$ cat config.mk
export PLATFORM = sky130hd
export DESIGN_NAME = rtc_ad_bus_driver
export DESIGN_NICKNAME = d
export VERILOG_FILES = /design/src/rtl/rtc_ad_bus_driver.sv
export SDC_FILE = /design/constraint.sdc
export NUM_CORES = 1
export LEC_CHECK = 0
export CORE_UTILIZATION = 60
export DETAILED_ROUTE_END_ITERATION = 10
export DONT_BUFFER_PORTS = 1
export PLACE_DENSITY = 0.76
export SLEW_MARGIN = 20
export SYNTH_ARGS = -nofsm -noshare
export SYNTH_HDL_FRONTEND = slang
export SYNTH_SLANG_ARGS = --single-unit
export TNS_END_PERCENT = 1
$ cat constraint.sdc
create_clock -name clk -period 2.5 [get_ports clk]
set_input_delay 0.5 -clock clk [delete_from_list [all_inputs] [get_ports clk]]
set_output_delay 0.5 -clock clk [all_outputs]
set_load 0.05 [all_outputs]
$ cat src/rtl/rtc_ad_bus_driver.sv
// Multiplexed address/data bus master: ADDR, GAP1, DATA, GAP2 phases of PHASE_CYC cycles each, then a DONE pulse.
// Latency 4*PHASE_CYC+1 from the start-sampling cycle to done; start is ignored while busy. Reads need macro RTC_BUS_READ_EN.
module rtc_ad_bus_driver #(
  parameter int PHASE_CYC = 4
) (
  input  logic       clk,
  input  logic       reset,
  input  logic       start,
  input  logic       rw,
  input  logic [7:0] addr,
  input  logic [7:0] wdata,
  input  logic [7:0] ad_in,
  output logic [7:0] ad_out,
  output logic       ad_oe,
  output logic       cs_n,
  output logic       ad_n,
  output logic       rd_n,
  output logic       wr_n,
  output logic [7:0] rdata,
  output logic       busy,
  output logic       done
);

  typedef enum logic [2:0] {
    S_IDLE, S_ADDR, S_GAP1, S_DATA, S_GAP2, S_DONE
  } state_t;

  localparam logic [3:0] LAST = 4'(PHASE_CYC - 1);

  state_t     state_q, state_d;
  logic [3:0] cnt_q, cnt_d;
  logic [7:0] addr_q, addr_d, wdata_q, wdata_d;
  logic [7:0] rdata_q, rdata_d, ad_out_q, ad_out_d;
  logic       rd_q, rd_d;
  logic       ad_oe_q, ad_oe_d, cs_n_q, cs_n_d, ad_n_q, ad_n_d;
  logic       rd_n_q, rd_n_d, wr_n_q, wr_n_d, busy_q, busy_d, done_q, done_d;

  always_comb begin
    state_d = state_q;
    cnt_d   = cnt_q;
    addr_d  = addr_q;
    wdata_d = wdata_q;
    rd_d    = rd_q;
    rdata_d = rdata_q;

    case (state_q)
      S_IDLE: begin
        if (start) begin
          state_d = S_ADDR;
          cnt_d   = '0;
          addr_d  = addr;
          wdata_d = wdata;
`ifdef RTC_BUS_READ_EN
          rd_d    = rw;
`else
          rd_d    = 1'b0 & rw;  // reads compiled out: every transaction is a write
`endif
        end
      end
      S_DONE: state_d = S_IDLE;
      default: begin
        if (cnt_q == LAST) begin
          cnt_d = '0;
          case (state_q)
            S_ADDR:  state_d = S_GAP1;
            S_GAP1:  state_d = S_DATA;
            S_DATA:  state_d = S_GAP2;
            default: state_d = S_DONE;
          endcase
          // device data is taken at the end of the final read-strobe cycle
          if (state_q == S_DATA && rd_q) rdata_d = ad_in;
        end else begin
          cnt_d = cnt_q + 4'd1;
        end
      end
    endcase

    // Outputs are decoded from the next state so they register in step with it.
    cs_n_d   = 1'b1;
    ad_n_d   = 1'b1;
    rd_n_d   = 1'b1;
    wr_n_d   = 1'b1;
    ad_oe_d  = 1'b0;
    ad_out_d = '0;
    busy_d   = (state_d != S_IDLE);
    done_d   = (state_d == S_DONE);
    case (state_d)
      S_ADDR: begin
        cs_n_d   = 1'b0;
        ad_n_d   = 1'b0;
        wr_n_d   = 1'b0;
        ad_oe_d  = 1'b1;
        ad_out_d = addr_d;
      end
      S_DATA: begin
        cs_n_d = 1'b0;
        if (rd_d) begin
          rd_n_d = 1'b0;
        end else begin
          wr_n_d   = 1'b0;
          ad_oe_d  = 1'b1;
          ad_out_d = wdata_d;
        end
      end
      default: ;
    endcase
  end

  always_ff @(posedge clk or negedge reset) begin
    if (!reset) begin
      state_q  <= S_IDLE;
      cnt_q    <= '0;
      addr_q   <= '0;
      wdata_q  <= '0;
      rd_q     <= 1'b0;
      rdata_q  <= '0;
      ad_out_q <= '0;
      ad_oe_q  <= 1'b0;
      cs_n_q   <= 1'b1;
      ad_n_q   <= 1'b1;
      rd_n_q   <= 1'b1;
      wr_n_q   <= 1'b1;
      busy_q   <= 1'b0;
      done_q   <= 1'b0;
    end else begin
      state_q  <= state_d;
      cnt_q    <= cnt_d;
      addr_q   <= addr_d;
      wdata_q  <= wdata_d;
      rd_q     <= rd_d;
      rdata_q  <= rdata_d;
      ad_out_q <= ad_out_d;
      ad_oe_q  <= ad_oe_d;
      cs_n_q   <= cs_n_d;
      ad_n_q   <= ad_n_d;
      rd_n_q   <= rd_n_d;
      wr_n_q   <= wr_n_d;
      busy_q   <= busy_d;
      done_q   <= done_d;
    end
  end

  assign ad_out = ad_out_q;
  assign ad_oe  = ad_oe_q;
  assign cs_n   = cs_n_q;
  assign ad_n   = ad_n_q;
  assign rd_n   = rd_n_q;
  assign wr_n   = wr_n_q;
  assign rdata  = rdata_q;
  assign busy   = busy_q;
  assign done   = done_q;

endmodule

==> results by group <==
GRT
  • Pin count of the biggest net entering global routing: 48
  • GRT met3 Usage: 9.38%
  • Busiest grt layer: met2
  • M2 GR Usage: 39.2%
  • Initial antenna violation count: 0
  • Total track usage: around a quarter
  • GR Util met1: 28.9%
  • Global-route wire length before repair: 6150 um
  • Vias in the first global route: 1255
  • GRT overflow: 0

Timing
  • Final Slew Violations: 0
  • Post-route worst setup slack: 0.533 ns
  • Maximum clock frequency: 508 MHz
  • RSZ-0062 raised after global routing: false
  • Hold Fails Final Rpt: 0
  • Setup violators final: 0
  • Relative slew slack: 54.2%
  • Setup TNS: 0 ns
  • Crit share post-route: 78.7%
  • Fin crit period: 1.97 ns
  • Skew final: around 0.011 ns
  • Worst-Margin Slew: 0.685 ns

Yosys
  • Synth top area share: between 50 and 60%
  • Yosys warning count: 0
  • Synth Area per Inst: approximately 13 um2
  • Register area share after synthesis: 57.2%
  • Dominant synthesized flop cell: dfrtp_1
  • Mapped cell area: 2060 um2
  • Cells after synthesis: approximately 160
  • Cell taking the most area after synthesis: dfrtp_1
  • Asr flop ratio synth: 100%
  • Netlist cell types: 44
  • Synth Register Bits: 47
  • Top cells by area, synth: dfrtp_1 52%, mux2_1 8.7%, dfstp_2 5.1%
  • Syn_nets: 191
  • EDFF count, synth: 0

Power and ir drop
  • Leak Pwr: about 1.0 nW
  • Tot Pwr: roughly 2.8 mW
  • Pint: 1.61 mW
  • P per Cell Area: 1270 nW/um2
  • Net switching power: 1.18 mW
  • Register share of total power: 52.8%
  • Sw Share: 42.3%
  • Comb pwr share: 32.8%
  • Clock network power share: 14.5%
  • Worst vdd ir: 0.534 mV

Place
  • Placement Setup Slack: 0.535 ns
  • Detail Placement HPWL: 2670 um
  • Gpl congestion: about 0.73
  • Port bufs: 0

Worst hold path
  • Hold Path Class: input pin to flip-flop
  • WHS Path Cells: 1

Die
  • Die ar.: 3680 um2
  • Die Width: just over 60 um
  • Initial core utilization: 65.4%
  • Core area: 3150 um2
  • Vert. Die Dim: 60.6 um
  • Core Rows: 20
  • # IOs: 51

Finish
  • Commonest non-fill, non-tap cell in the layout: dfrtp_1
  • Synth-to-layout area growth: 6.55%
  • Highest-count cells in the layout ignoring fill and taps: 43 x dfrtp_1, 16 x mux2_1, 13 x inv_1
  • Layout cells sized above 1: 14.5%
  • Number of diodes: 0
  • Fillers: 245
  • Final net count: 193

Setup path
  • Worst reg2reg path depth: 4
  • Worst EP arrival: 2.20 ns
  • CP max-delay cell: dfrtp_1
  • Setup CP Type: flip-flop to flip-flop
  • CP Launch Type: flip-flop
  • CP bufs+invs: 1
  • Crit path max fanout: 19
  • Crit path max-delay family: flip-flops
  • CP endpoint kind: flip-flop
  • Critical Path Max Stage Delay: 0.63 ns
  • CP required: 2.74 ns
  • Crit-path cells: nor4b_4, buf_4, mux2i_1, o22ai_1
  • Critical path depth in cells: 4

Drt
  • DR vias: 1283
  • Routed Antenna Nets: 0
  • Drt wl/cell: 18.7 um
  • DRT Wirelength: 3920 um
  • Drt first-iter violations: 48
  • Remaining DRCs: 0
  • DR vias/cell: roughly 6.1
  • DR pass1 iterations: 4

Clock tree
  • CTS max path bufs: 2
  • CTS Buf Count: 5
  • Post-CTS Hold Buffers: 2
  • Num Clock Sinks: 47
  • CTS tree: yes
  • Clk Latency, worst-skew pair: 0.37 ns
  • Clock slew at reported path FFs: 0.12 ns
  • H-tree Lvls: 2
  • Clock Root Buffer: clkbuf_4
  • CTS resizes: 0
  • Post-CTS Repair Setup Buffers: 0

Run
  • Max cap viols: 0

Outcome
  • Outcome: completed
-- path summary, 6_finish.rpt --
| path | startpoint | to | slack [ns] |
|---|---|---|---|
| max in group asynchronous | reset | cs_n$_DFF_PN1_ | 1.60 |
| min in group asynchronous | reset | wdata_q[2]$_DFF_PN0_ | 0.63 |
| setup reg to reg | state_q[1]$_DFF_PN0_ | ad_out[5]$_DFF_PN0_ | 0.53 |
| hold / removal | start | ad_n$_DFF_PN1_ | 0.21 |
| hold reg to reg | wdata_q[7]$_DFF_PN0_ | wdata_q[7]$_DFF_PN0_ | 0.50 |
| setup / recovery | state_q[1]$_DFF_PN0_ | ad_out[5]$_DFF_PN0_ | 0.53 |
-- routing by layer --
metal	wire length [um]	share of wire [%]	vias to the layer above
met3	258	6.6	7
met1	1640	42	642
li1	-	-	585
met2	1960	50	49
met4	57	1.5	0
met5	0	0	-
-- flip-flops by register name (all words and copies together), names as in the netlist, 3 cells and up --
signal / count
ad_out: 8
wdata_q: 8
rdata: 8
state_q: 3
addr_q: 8
cnt_q: 4
-- synth_stat cells (2+ instances only) --
cell type   n
mux2_1     16
o21bai_1    2
a211o_1     2
nor2b_1     5
inv_1      13
o221ai_1    2
o211ai_1    2
a22oi_1     8
dfstp_2     4
mux2i_1     8
a211oi_1    2
nand2_1     3
a21oi_1     3
buf_2       7
o22ai_1     9
nor2_1      3
nand2b_1    2
xor2_1      2
nor4b_2     2
dfrtp_1    43
-- layout make-up --
type	instances	area, um2	area share, %
flip-flops and latches	47	1180	53.7
multi-input cells	90	766	34.8
repair buffers	7	75.1	3.41
clock buffers	7	65.1	2.96
well taps	44	55.1	2.50
inverters	13	48.8	2.22
clock inverters	1	7.51	0.341
-- per-stage QoR --
| stage | utilization (%) | instances | hold WS, ns | cell area [um2] |
|---|---|---|---|---|
| after floorplan | - | 162 | 0.204 | 2060 |
| after global placement | 66.2 | 199 | 0.205 | 2090 |
| after detailed placement | 66.2 | 199 | 0.205 | 2090 |
| after CTS | 69.7 | 209 | 0.180 | 2200 |
| after global routing | 69.7 | 209 | 0.172 | 2200 |
| final | 69.7 | 209 | 0.208 | 2200 |
-- logic make-up after synthesis --
family          share of synthesized area, %
compound gates                          12.9
xor+xnor                               0.849
fa+ha+maj                              0.606
buf+inv                                 6.06
flops                                   57.2
mux                                     13.3
simple gates                            9.04
-- power groups by stage --
stage / combinational, mW / sequential (mW) / clock (mW)
2_1_floorplan: 0.756 / 1.41 / 0
3_5_place_dp: 0.882 / 1.49 / 0
6_report: 0.913 / 1.47 / 0.404
4_1_cts: 0.909 / 1.47 / 0.414
5_1_grt: 1.01 / 1.51 / 0.453
3_3_place_gp: 0.825 / 1.47 / 0
(Power assumes the default switching activity.)
